<file path="src/rtl/dct_pkg.sv">
// Shared types and constants for the DCT frame scheduler.
//   state_e       : scheduler FSM states
//   ERR_*         : dct_sink_error codes (pad / truncate)
//   FFTPTS_*      : fftpts width and legal range
//   fftpts_legal  : power of 2 within FFTPTS_MIN..FFTPTS_MAX
package dct_pkg;

  localparam int unsigned FFTPTS_W   = 12;
  localparam int unsigned FFTPTS_MIN = 8;
  localparam int unsigned FFTPTS_MAX = 2048;

  localparam logic [1:0] ERR_NONE  = 2'b00;
  localparam logic [1:0] ERR_PAD   = 2'b01;
  localparam logic [1:0] ERR_TRUNC = 2'b10;

  typedef enum logic [2:0] {
    ST_IDLE,
    ST_XFER,
    ST_PAD,
    ST_DROP,
    ST_REJECT
  } state_e;

  // Legal frame length: single bit set, inside the supported range.
  function automatic logic fftpts_legal(input logic [FFTPTS_W-1:0] pts);
    return (pts >= FFTPTS_W'(FFTPTS_MIN)) &&
           (pts <= FFTPTS_W'(FFTPTS_MAX)) &&
           ((pts & (pts - FFTPTS_W'(1))) == '0);
  endfunction

endpackage

</file>
<file path="src/rtl/dct_tag_fifo.sv">
// 1-bit wide channel-tag FIFO for frames in flight through the DCT.
//   push/push_data : write a tag (accepted when not full, or when popping)
//   pop/pop_data   : head tag is pop_data; pop ignored when empty
//   full/empty     : occupancy status
module dct_tag_fifo #(
  parameter int unsigned DEPTH = 4
) (
  input  logic clk,
  input  logic reset_n,
  input  logic push,
  input  logic push_data,
  input  logic pop,
  output logic pop_data,
  output logic full,
  output logic empty
);

  localparam int unsigned AW = (DEPTH > 1) ? $clog2(DEPTH) : 1;
  localparam int unsigned CW = AW + 1;

  logic [DEPTH-1:0] mem_q;
  logic [AW-1:0]    wr_ptr_q;
  logic [AW-1:0]    rd_ptr_q;
  logic [CW-1:0]    count_q;
  logic             do_push;
  logic             do_pop;

  assign empty    = (count_q == '0);
  assign full     = (count_q == CW'(DEPTH));
  assign do_pop   = pop & ~empty;
  // A pop frees the slot in the same cycle, so push is allowed even when full.
  assign do_push  = push & (~full | do_pop);
  assign pop_data = mem_q[rd_ptr_q];

  // Storage, pointers and occupancy.
  always_ff @(posedge clk or negedge reset_n) begin
    if (!reset_n) begin
      mem_q    <= '0;
      wr_ptr_q <= '0;
      rd_ptr_q <= '0;
      count_q  <= '0;
    end else begin
      if (do_push) begin
        mem_q[wr_ptr_q] <= push_data;
        wr_ptr_q        <= wr_ptr_q + AW'(1);
      end
      if (do_pop) begin
        rd_ptr_q <= rd_ptr_q + AW'(1);
      end
      case ({do_push, do_pop})
        2'b10:   count_q <= count_q + CW'(1);
        2'b01:   count_q <= count_q - CW'(1);
        default: count_q <= count_q;
      endcase
    end
  end

endmodule

</file>
<file path="src/rtl/dct_frame_sched.sv">
// Frame-granular round-robin scheduler sharing one DCT datapath between two
// Avalon-ST requesters, with frame-length enforcement and output tagging.
//   req0_* / req1_*  : requester streams (fftpts sampled with the sop beat)
//   dct_sink_*       : stream into the DCT, dct_fftpts held per frame
//   dct_src_*        : stream out of the DCT
//   out_*, out_chan  : DCT output passed through, tagged with its channel
//   err_flags        : sticky {no-tag output, illegal fftpts, long, short}
module dct_frame_sched
  import dct_pkg::*;
#(
  parameter int unsigned wData     = 16,
  parameter int unsigned TAG_DEPTH = 4
) (
  input  logic                clk,
  input  logic                reset_n,
  input  logic                req0_valid,
  output logic                req0_ready,
  input  logic                req0_sop,
  input  logic                req0_eop,
  input  logic [wData-1:0]    req0_real,
  input  logic [wData-1:0]    req0_imag,
  input  logic [FFTPTS_W-1:0] req0_fftpts,
  input  logic                req1_valid,
  output logic                req1_ready,
  input  logic                req1_sop,
  input  logic                req1_eop,
  input  logic [wData-1:0]    req1_real,
  input  logic [wData-1:0]    req1_imag,
  input  logic [FFTPTS_W-1:0] req1_fftpts,
  output logic                dct_sink_valid,
  input  logic                dct_sink_ready,
  output logic                dct_sink_sop,
  output logic                dct_sink_eop,
  output logic [1:0]          dct_sink_error,
  output logic [wData-1:0]    dct_sink_real,
  output logic [wData-1:0]    dct_sink_imag,
  output logic [FFTPTS_W-1:0] dct_fftpts,
  input  logic                dct_src_valid,
  output logic                dct_src_ready,
  input  logic                dct_src_sop,
  input  logic                dct_src_eop,
  input  logic [1:0]          dct_src_error,
  input  logic [wData-1:0]    dct_src_real,
  input  logic [wData-1:0]    dct_src_imag,
  output logic                out_valid,
  input  logic                out_ready,
  output logic                out_sop,
  output logic                out_eop,
  output logic [1:0]          out_error,
  output logic [wData-1:0]    out_real,
  output logic [wData-1:0]    out_imag,
  output logic                out_chan,
  output logic [3:0]          err_flags
);

  state_e              state_q, state_d;
  logic [FFTPTS_W-1:0] cnt_q, cnt_d;
  logic                chan_q;      // channel owning the current frame
  logic                last_q;      // last granted channel (loses ties)
  logic [3:0]          err_set;

  logic                elig0, elig1;
  logic                grant_any, grant_chan, grant_legal;
  logic [FFTPTS_W-1:0] grant_pts;
  logic                cnt_last, sink_hs, sel_ready;
  logic                sel_valid, sel_eop;
  logic [wData-1:0]    sel_real, sel_imag;
  logic                tag_push, tag_pop, tag_head, tag_full, tag_empty;

  // Granted requester view.
  assign sel_valid = chan_q ? req1_valid : req0_valid;
  assign sel_eop   = chan_q ? req1_eop   : req0_eop;
  assign sel_real  = chan_q ? req1_real  : req0_real;
  assign sel_imag  = chan_q ? req1_imag  : req0_imag;

  // Whole-frame round-robin arbitration.
  assign elig0       = req0_valid & req0_sop;
  assign elig1       = req1_valid & req1_sop;
  assign grant_chan  = (elig0 & elig1) ? ~last_q : elig1;
  assign grant_any   = (state_q == ST_IDLE) & (elig0 | elig1) & ~tag_full;
  assign grant_pts   = grant_chan ? req1_fftpts : req0_fftpts;
  assign grant_legal = fftpts_legal(grant_pts);

  assign cnt_last = (cnt_q == (dct_fftpts - FFTPTS_W'(1)));
  assign sink_hs  = dct_sink_valid & dct_sink_ready;

  // Output side: passthrough; valid/ready forced low while in reset.
  assign out_valid     = dct_src_valid & reset_n;
  assign dct_src_ready = out_ready & reset_n;
  assign out_sop       = dct_src_sop;
  assign out_eop       = dct_src_eop;
  assign out_error     = dct_src_error;
  assign out_real      = dct_src_real;
  assign out_imag      = dct_src_imag;
  assign out_chan      = tag_empty ? 1'b0 : tag_head;
  assign tag_pop       = out_valid & dct_src_ready & dct_src_eop;

  dct_tag_fifo #(
    .DEPTH (TAG_DEPTH)
  ) u_tag_fifo (
    .clk       (clk),
    .reset_n   (reset_n),
    .push      (tag_push),
    .push_data (grant_chan),
    .pop       (tag_pop),
    .pop_data  (tag_head),
    .full      (tag_full),
    .empty     (tag_empty)
  );

  // State register and per-frame configuration.
  always_ff @(posedge clk or negedge reset_n) begin
    if (!reset_n) begin
      state_q    <= ST_IDLE;
      cnt_q      <= '0;
      chan_q     <= 1'b0;
      last_q     <= 1'b1;
      dct_fftpts <= '0;
      err_flags  <= '0;
    end else begin
      state_q   <= state_d;
      cnt_q     <= cnt_d;
      err_flags <= err_flags | err_set;
      if (grant_any) begin
        chan_q <= grant_chan;
        last_q <= grant_chan;
        if (grant_legal) begin
          dct_fftpts <= grant_pts;
        end
      end
    end
  end

  // Next-state, beat counter, tag push and error events.
  always_comb begin
    state_d  = state_q;
    cnt_d    = cnt_q;
    tag_push = 1'b0;
    err_set  = {out_valid & tag_empty, 3'b000};
    unique case (state_q)
      ST_IDLE: begin
        if (grant_any) begin
          cnt_d      = '0;
          tag_push   = grant_legal;
          err_set[2] = ~grant_legal;
          state_d    = grant_legal ? ST_XFER : ST_REJECT;
        end
      end
      ST_XFER: begin
        if (sink_hs) begin
          cnt_d = cnt_q + FFTPTS_W'(1);
          if (cnt_last) begin
            cnt_d = '0;
            if (sel_eop) begin
              state_d = ST_IDLE;
            end else begin
              err_set[1] = 1'b1;
              state_d    = ST_DROP;
            end
          end else if (sel_eop) begin
            err_set[0] = 1'b1;
            state_d    = ST_PAD;
          end
        end
      end
      ST_PAD: begin
        if (sink_hs) begin
          if (cnt_last) begin
            cnt_d   = '0;
            state_d = ST_IDLE;
          end else begin
            cnt_d = cnt_q + FFTPTS_W'(1);
          end
        end
      end
      ST_DROP, ST_REJECT: begin
        if (sel_valid & sel_eop) begin
          state_d = ST_IDLE;
        end
      end
      default: state_d = ST_IDLE;
    endcase
  end

  // Sink stream and requester ready per state.
  always_comb begin
    dct_sink_valid = 1'b0;
    dct_sink_sop   = 1'b0;
    dct_sink_eop   = 1'b0;
    dct_sink_error = ERR_NONE;
    dct_sink_real  = '0;
    dct_sink_imag  = '0;
    sel_ready      = 1'b0;
    req0_ready     = 1'b0;
    req1_ready     = 1'b0;
    unique case (state_q)
      ST_IDLE: begin
        // Stray mid-frame beats are swallowed; sop beats wait for a grant.
        req0_ready = req0_valid & ~req0_sop;
        req1_ready = req1_valid & ~req1_sop;
      end
      ST_XFER: begin
        dct_sink_valid = sel_valid;
        dct_sink_sop   = (cnt_q == '0);
        dct_sink_eop   = cnt_last;
        dct_sink_error = (cnt_last & ~sel_eop) ? ERR_TRUNC : ERR_NONE;
        dct_sink_real  = sel_real;
        dct_sink_imag  = sel_imag;
        sel_ready      = dct_sink_ready;
      end
      ST_PAD: begin
        dct_sink_valid = 1'b1;
        dct_sink_eop   = cnt_last;
        dct_sink_error = cnt_last ? ERR_PAD : ERR_NONE;
      end
      ST_DROP, ST_REJECT: begin
        sel_ready = 1'b1;
      end
      default: ;
    endcase
    if (state_q != ST_IDLE) begin
      req0_ready = ~chan_q & sel_ready;
      req1_ready = chan_q & sel_ready;
    end
    if (!reset_n) begin
      req0_ready = 1'b0;
      req1_ready = 1'b0;
    end
  end

endmodule

</file>
<file path="config.mk">
export PLATFORM = sky130hd
export DESIGN_NAME = dct_frame_sched
export DESIGN_NICKNAME = d
export VERILOG_FILES = /design/src/rtl/dct_pkg.sv /design/src/rtl/dct_tag_fifo.sv /design/src/rtl/dct_frame_sched.sv
export SDC_FILE = /design/constraint.sdc
export NUM_CORES = 1
export LEC_CHECK = 0
export BUFFER_PORTS_ARGS = -buffer_cell sky130_fd_sc_hd__buf_2
export CORE_MARGIN = 2
export CORE_UTILIZATION = 45
export DETAILED_ROUTE_END_ITERATION = 16
export PLACE_DENSITY = 0.89
export SKIP_CTS_REPAIR_TIMING = 1
export SYNTH_ARGS = -nofsm -noshare
export SYNTH_HDL_FRONTEND = slang
export SYNTH_HIERARCHICAL = 1
export SYNTH_SLANG_ARGS = --single-unit
</file>
<file path="constraint.sdc">
create_clock -name clk -period 3.9 [get_ports clk]
set_input_delay 0.195 -clock clk [delete_from_list [all_inputs] [get_ports clk]]
set_output_delay 0.195 -clock clk [all_outputs]
set_load 0.02 [all_outputs]
</file>
=== Word-level counts from Yosys, hierarchy flattened ===
Cells that the tools add are included.

* Muxes and demuxes: 52
* Equal/unequal tests: 15
* $add $sub $neg: 7
* Bitwise operators: 31
* Reduce and logical (&&, ||, !) cells: 15
* Order comparisons: 5

{| class="wikitable"
|+ Operators by type and width
! cell !! count
|-
| $mux W16 || 4
|-
| $mux W12 || 4
|-
| $logic_not A12 Y1 || 2
|-
| $mux W3 || 8
|-
| $pmux W12 S2 || 1
|-
| $sub A12 B1 Y12 const B || 2
|-
| $mux W1 || 23
|-
| $and A1 B1 Y1 || 19
|-
| $add A12 B1 Y12 const B || 1
|-
| $and A12 B12 Y12 || 1
|-
| $eq A12 B12 Y1 || 1
|-
| $ge A12 B4 Y1 const B || 1
|-
| $le A12 B12 Y1 const B || 1
|-
| $pmux W3 S4 || 1
|-
| $ne A2 B2 Y1 const B || 5
|-
| $mux W2 || 4
|-
| $not A1 Y1 || 8
|-
| $eq A3 B2 Y1 const B || 2
|-
| $eq A3 B3 Y1 const B || 2
|-
| $logic_not A3 Y1 || 2
|-
| $lt A2 B3 Y1 const B || 2
|-
| $pmux W3 S2 || 1
|-
| $reduce_and A6 Y1 || 1
|-
| $add A2 B1 Y2 const B || 2
|-
| 21 further kinds || 27
|}

* Flip-flop bits (word level): 44
* Output and inout bits: 94
* Input port bits: 135

=== Longest topological paths before layout ===
Gate-level depths: netlist (run 1).

* Depth in word-level cells: 13
* Mapped depth: 15
* Depth with buffers taken out: 13

=== By module ===
The synthesis (run 1) kept the hierarchy.

{| class="wikitable"
|+ Modules (own cells, without submodules)
! module !! sequential area each (µm²) !! area each (µm²) !! instances !! cells each
|-
| dct_frame_sched || 827.0 || 3213.1 || 1 || 384
|-
| dct_tag_fifo || 275.3 || 616.8 || 1 || 51
|}

=== Worst setup path before layout (run 1) ===
OpenSTA, ideal clock, no wires.

* Path kind: reg2out
* Start: register dct_fftpts[0]
* End: output port dct_sink_error[0]
* Cell stages (with the launch flop): 9
* Path slack: 0.804 ns
* Data arrival time: 2.901 ns
* Data required time: 3.705 ns
* Cell sequence: dfrtp_1 or3_1 buf_2 o32a_1 a2111oi_2 o211ai_1 or4_1 buf_2 nor3_1

* Longest elaborated chain between the ends: 4

{| class="wikitable"
|+ RTL lines
! item !! line !! source
|-
| from (decl) || dct_frame_sched.sv:37 || <nowiki>output logic [FFTPTS_W-1:0] dct_fftpts,</nowiki>
|-
| from (signal assigned) || dct_frame_sched.sv:128 || <nowiki>dct_fftpts <= grant_pts;</nowiki>
|-
| $sub A12 B1 Y12 || dct_frame_sched.sv:84 || <nowiki>assign cnt_last = (cnt_q == (dct_fftpts - FFTPTS_W'(1)));</nowiki>
|-
| $eq A12 B12 Y1 || dct_frame_sched.sv:84 ||
|-
| $mux W1 || dct_frame_sched.sv:214 || <nowiki>dct_sink_error = cnt_last ? ERR_PAD : ERR_NONE;</nowiki>
|-
| $pmux W2 S2 || dct_frame_sched.sv:196 || <nowiki>unique case (state_q)</nowiki>
|-
| to (decl) || dct_frame_sched.sv:34 || <nowiki>output logic [1:0] dct_sink_error,</nowiki>
|}

No other way between the ends.

=== Final worst setup path (run 1) ===
* Start: register dct_fftpts[2]
* End: output port dct_sink_error[0]

Same word-level chain as after synthesis.

==> run summary, run 1 <==
Status = finished clean
Routability cong. = 0.886
Period minus WS final = 3.52 ns
Post-Layout Cell Count = 656
Worst setup EP type = output port
CP required = 3.70 ns
Placed Cells incl. Taps = 648
Worst-margin pin slew = 1.17 ns
Antenna viol nets, final = 0
Warnings from Yosys = 6
Combinational Power Share = 54.4%
Crit path launch = dct_fftpts[2]
CP peak stage delay = 0.72 ns
Most common cell after layout, fill and taps aside = buf_2
Top cell type by total area after synthesis = dfrtp_1
Synth-to-Final Area Change = 19.5%
Area of the multi-input gates = 2320 um^2
Die area = 9270 um^2
Grt ovf = 0
Vias/cell = 5.65
Crit-path max FO = 7
Synth top area cells = dfrtp_1 (28%), mux2i_1 (10%), buf_4 (7.1%)
Cell family with most CP delay = simple AND/OR/NAND/NOR gates
Endpoints failing setup = 0
Final Cycle Share = 90.1%
Synth Area per Inst = 8.80 um^2
Nets@finish = 694
Rows = 33
Core ar. = 8220 um^2
Inserted Diodes = 0
Initial Utilization = 46.6%
Critical path arrival = 3.32 ns
Slowest stage cell on the critical path = or4_1
Post-synth EDFFs = 0
CP Class = reg -> out
Most frequent cells in the layout = buf_2 (158), nor2_1 (55), dfrtp_1 (42)
Internal power = 1.19 mW
Share of the synthesized area in the top cell type = 28.1%
Vias in the first global route = 3634
Iter 0 DRT Violations = 205
Hold crit path type = in -> async
Leakage power = 2.26 nW
Routed wire length = 10600 um
Power, Total = 2.15 mW
Root Buffer = clkbuf_8
Die Span X = 96.3 um
CTS Buf Count = 5
Switch share = 44.6%
Register area = 1100 um^2
GRT Util Overall = 23.0%
Mapped Area = 3830 um^2
Pwr Density = 471 nW/um^2
Crit path buffers/inverters = 1
Switching power = 0.961 mW
Ys flop type = dfrtp_1
Fin Clk Skew = 0.0179 ns
Startpoint Class = flip-flop
Maximum buffer depth of the clock tree = 2
Drc violations = 0
Initial antenna violation count = 0
Share of cells above drive strength 1 = 36.3%
Clock network power share = 17.8%
Asr flop ratio synth = 100%
Max cap viols = 0
Post-synthesis instance total = 435
Sequential Power Share = 27.7%
Final Max Tran Viols = 0
Post-synthesis cell type count = 69
H-tree levels = 2
Max IR drop VDD = 0.347 mV
Fmax = 284 MHz
Critical Path, Cell by Cell = or3_1 -> o32a_1 -> a2111oi_2 -> o211ai_1 -> or4_1 -> nor3_1 -> buf_2
Max_slew headroom = 21.3%
Die Y-Extent = 96.3 um
Worst flop-to-flop path startpoint = last_q
CTS sink count = 44
CTS tree = done
HPWL after DPL = 8390 um
DRT Pass-1 Iters = 4
I/O pin total = 229
RSZ-0062 raised after global routing = false
Post-synthesis register bit count = 44
Clock Latency Late Sink = 0.31 ns
Worst-path clk slew = 0.10 ns
Final Hold Viols = 0
WL per Instance = 16.2 um
Syn_nets = 579
Vias = 3708
Fillers = 713
First-pass GRT wire length = 16900 um
Port-buffer cells = 158
Sequential share of the synthesized area = 28.8%
Largest net degree at the start of global routing = 48
Setup_tns = 0 ns
## cells in the mapped netlist, types with 2 or more instances
library cell / instances
a211oi_1: 2
a21o_1: 2
a21oi_1: 9
a22o_1: 6
a22oi_1: 3
a311oi_1: 2
a31oi_1: 4
and2_1: 4
and3_1: 8
buf_1: 3
buf_2: 4
buf_4: 36
clkbuf_1: 13
dfrtp_1: 43
ha_1: 8
inv_1: 18
maj3_1: 2
mux2_1: 6
mux2_2: 15
mux2i_1: 40
nand2_1: 17
nand2b_1: 3
nand3_1: 10
nor2_1: 55
nor2b_1: 13
nor3_1: 9
nor4_1: 7
nor4b_1: 2
o211ai_1: 2
o21ai_0: 8
o21ai_1: 7
o22ai_1: 4
o31ai_1: 4
o41ai_1: 4
or2_2: 3
or3_1: 4
or4_1: 4
xnor2_1: 11
xor2_1: 10
## metrics by stage
step | hold WS (ns) | setup WS, ns | util (%) | area (um^2)
after CTS | 0.0991 | 0.375 | 55.7 | 4580
after global routing | 0.115 | 0.227 | 55.7 | 4580
after global placement | 0.390 | 0.777 | 54.2 | 4450
after floorplan | -0.101 | 0.804 | - | 3830
after detailed placement | 0.390 | 0.598 | 54.2 | 4450
final | 0.0523 | 0.384 | 55.7 | 4580
## logic make-up after synthesis
family / share of synthesized area (%)
compound gates: 14.3
xor+xnor: 4.80
fa+ha+maj: 3.66
buf+inv: 10.9
flops: 28.8
mux: 17.6
simple gates: 20.0
## worst register-to-register path, delay by kind of cell, from the launching register on
kind | cells | cell delay (ns)
buffers and inverters | 1 | 0.07
flip-flops | 1 | 0.38
AO/OA/AOI/OAI | 3 | 1.20
AND/OR/NAND/NOR | 4 | 0.66
adder cells (fa/ha/maj) | 2 | 0.63
XOR/XNOR | 2 | 0.30
## cell type report
class	instances	share of cell area, %
Tap cell	105	2.87
Sequential cell	44	24.1
Inverter	18	1.48
Multi-Input combinational cell	317	50.6
Timing Repair Buffer	164	18.3
Clock buffer	6	1.80
Clock inverter	2	0.848
## metal layers
metal	GRT usage, %	vias up	share of wire (%)
met4	5.71	0	1.8
met3	5.25	31	6.1
met1	28.2	1754	42
li1	-	1755	-
met2	40.5	168	50
met5	0	-	0
## power by group through the flow
stage | sequential, mW | combinational, mW | clock, mW
6_report | 0.597 | 1.17 | 0.384
3_5_place_dp | 0.604 | 1.16 | 0
4_1_cts | 0.595 | 1.17 | 0.385
3_3_place_gp | 0.599 | 1.12 | 0
2_1_floorplan | 0.578 | 0.896 | 0
5_1_grt | 0.607 | 1.27 | 0.404
## sequential cells by signal (all words and copies together), names as in the netlist
register	count
chan_q	1
cnt_q	12
dct_fftpts	12
err_flags	4
last_q	1
state_q	3
u_tag_fifo/count_q	3
u_tag_fifo/mem_q	4
u_tag_fifo/rd_ptr_q	2
u_tag_fifo/wr_ptr_q	2
## final timing paths
check	cells past startpoint	slack (ns)	end
max	7	0.38	dct_sink_error[0]
min	2	0.05	cnt_q[4]
max reg2reg	12	0.58	u_tag_fifo/count_q[2]
min reg2reg	1	0.47	err_flags[3]
max in group asynchronous	2	3.39	chan_q
min in group clk	2	0.20	err_flags[1]
No activity file was read; power rests on OpenSTA's default activity.
==> run 2: changes to the inputs <==
--- a/config.mk
+++ b/config.mk
@@ -9,6 +9,7 @@
 export CORE_MARGIN = 2
 export CORE_UTILIZATION = 45
 export DETAILED_ROUTE_END_ITERATION = 16
+export MAX_ROUTING_LAYER = met4
 export PLACE_DENSITY = 0.89
 export SKIP_CTS_REPAIR_TIMING = 1
 export SYNTH_ARGS = -nofsm -noshare
==> run summary, run 2 (synthesized netlist as in run 1, its figures left out) <==
Vias in the first global route = 3426 (-5.7%)
Die Y-Extent = 96.3 um (unchanged)
Slowest stage cell on the critical path = or4_1
Port-buffer cells = 158 (unchanged)
Critical Path, Cell by Cell = or3_1 -> o32a_1 -> a2111oi_2 -> o211ai_1 -> or4_1 -> nor3_1 -> buf_2
Startpoint Class = flip-flop
Maximum buffer depth of the clock tree = 2 (unchanged)
Synth-to-Final Area Change = 19.5% (unchanged)
Worst flop-to-flop path startpoint = last_q
CTS sink count = 44 (unchanged)
Timing endpoint of the critical path = dct_sink_error[0]
Iter 0 DRT Violations = 242 (+18%)
Leakage power = 2.26 nW (unchanged)
R2r endpoint = u_tag_fifo/count_q[2]
Worst setup EP type = output port
WL per Instance = 16.0 um (-1.2%)
Final Cycle Share = 89.4% (-0.71 points)
Grt ovf = 0 (unchanged)
RSZ-0062 raised after global routing = false
Final Hold Viols = 0 (unchanged)
DRT Pass-1 Iters = 5 (+1)
Fin Clk Skew = 0.0165 ns (-0.00135 ns)
Drc violations = 0 (unchanged)
Crit path launch = dct_fftpts[2]
Largest registers = cnt_q (12), dct_fftpts (12)
Routability cong. = 0.957 (+8.1%)
Core ar. = 8220 um^2 (unchanged)
Period minus WS final = 3.49 ns (-0.0276 ns)
Initial Utilization = 46.6% (unchanged)
Vias = 3663 (-1.2%)
Fillers = 726 (+1.8%)
Largest net degree at the start of global routing = 48 (unchanged)
CP peak stage delay = 0.72 ns (about the same)
Design area = 4580 um^2 (unchanged)
Pwr Density = 466 nW/um^2 (-0.93%)
Status = finished clean
Crit-path max FO = 7 (unchanged)
Clock Latency Late Sink = 0.31 ns (about the same)
Inserted Diodes = 0 (unchanged)
Critical path arrival = 3.29 ns (-0.03 ns)
Reg2Reg Depth = 12 (unchanged)
Most frequent cells in the layout = buf_2 (158), nor2_1 (55), dfrtp_1 (42)
Post-Layout Cell Count = 656 (unchanged)
Placed Cells incl. Taps = 648 (unchanged)
H-tree levels = 2 (unchanged)
Worst-margin pin slew = 1.23 ns (+0.0587 ns)
HPWL after DPL = 8230 um (-1.9%)
Final Max Tran Viols = 0 (unchanged)
Flop2flop setup slack = 0.71 ns (+0.13 ns)
Die Span X = 96.3 um (unchanged)
Min Hold Slack = 0.0649 ns (+0.0126 ns)
Nets@finish = 694 (unchanged)
CP required = 3.70 ns (about the same)
Initial antenna violation count = 0 (unchanged)
Hold crit path type = in -> async
First-pass GRT wire length = 16600 um (-2.3%)
Share of cells above drive strength 1 = 36.3% (unchanged)
Endpoints failing setup = 0 (unchanged)
Antenna viol nets, final = 0 (unchanged)
Rows = 33 (unchanged)
CTS Buf Count = 5 (unchanged)
I/O pin total = 229 (unchanged)
Vias/cell = 5.58 (-1.2%)
Worst-path clk slew = 0.10 ns (about the same)
CP Class = reg -> out
Placed cell areas = 4450 um^2 (unchanged)
Most common cell after layout, fill and taps aside = buf_2
Fmax = 287 MHz (+0.79%)
Max cap viols = 0 (unchanged)
CTS tree = done
Routed wire length = 10500 um (-1.2%)
Setup_tns = 0 ns (unchanged)
Max_slew headroom = 17.3% (-3.9 points)
Die area = 9270 um^2 (unchanged)
Max IR drop VDD = 0.375 mV (+8.2%)
GRT Util Overall = 23.4% (+0.42 points)
Root Buffer = clkbuf_8
[run 2: cell counts in the layout (fill, tap and decap cells not counted)]
Identical to the previous run, type by type.
[run 2: worst min path at each step]
stage,startpoint,to,slack [ns],cells after the start
3_5_place_dp,dct_src_error[1],out_error[1],0.39,0
6_report,reset_n,cnt_q[3],0.06,2
4_1_cts,reset_n,cnt_q[3],0.09,2
2_1_floorplan,reset_n,chan_q,-0.10,0
3_3_place_gp,dct_src_error[1],out_error[1],0.39,0
5_1_grt,reset_n,cnt_q[3],0.11,2
[run 2: layout make-up]
type / count / area [um^2] / share of cell area (%)
Multi-Input combinational cell: 317 / 2320 / 50.6
Clock buffer: 6 / 82.6 / 1.80
Clock inverter: 2 / 38.8 / 0.848
Timing Repair Buffer: 164 / 836 / 18.3
Sequential cell: 44 / 1100 / 24.1
Tap cell: 105 / 131 / 2.87
Inverter: 18 / 67.6 / 1.48
[run 2: metal layers]
metal  up-vias  share of wire (%)  track usage (%)
li1       1760                  -                -
met1      1730                 44             29.8
met2       154                 50             39.5
met3        19                5.4             3.68
met4         0               0.90             4.40
met5         -                  0                -
[run 2: metrics by stage]
step                      utilization, %  power [mW]  setup WS (ns)
after floorplan                        -        1.47          0.804
after global placement              54.2        1.72          0.738
after detailed placement            54.2        1.76          0.733
after CTS                           55.7        2.14          0.381
after global routing                55.7        2.27          0.212
final                               55.7        2.13          0.412
[run 2: where the power goes]
group / internal, mW / switching [mW] / total, mW
sequential: 0.516 / 0.0811 / 0.597
combinational: 0.466 / 0.693 / 1.16
clock: 0.210 / 0.167 / 0.377
[run 2: worst max-delay path: cells and delay by family (launching register included)]
family                 cells  cell delay, ns
AO/OA/AOI/OAI              3            0.83
buffers and inverters      1            0.22
flip-flops                 1            0.46
AND/OR/NAND/NOR            3            1.47
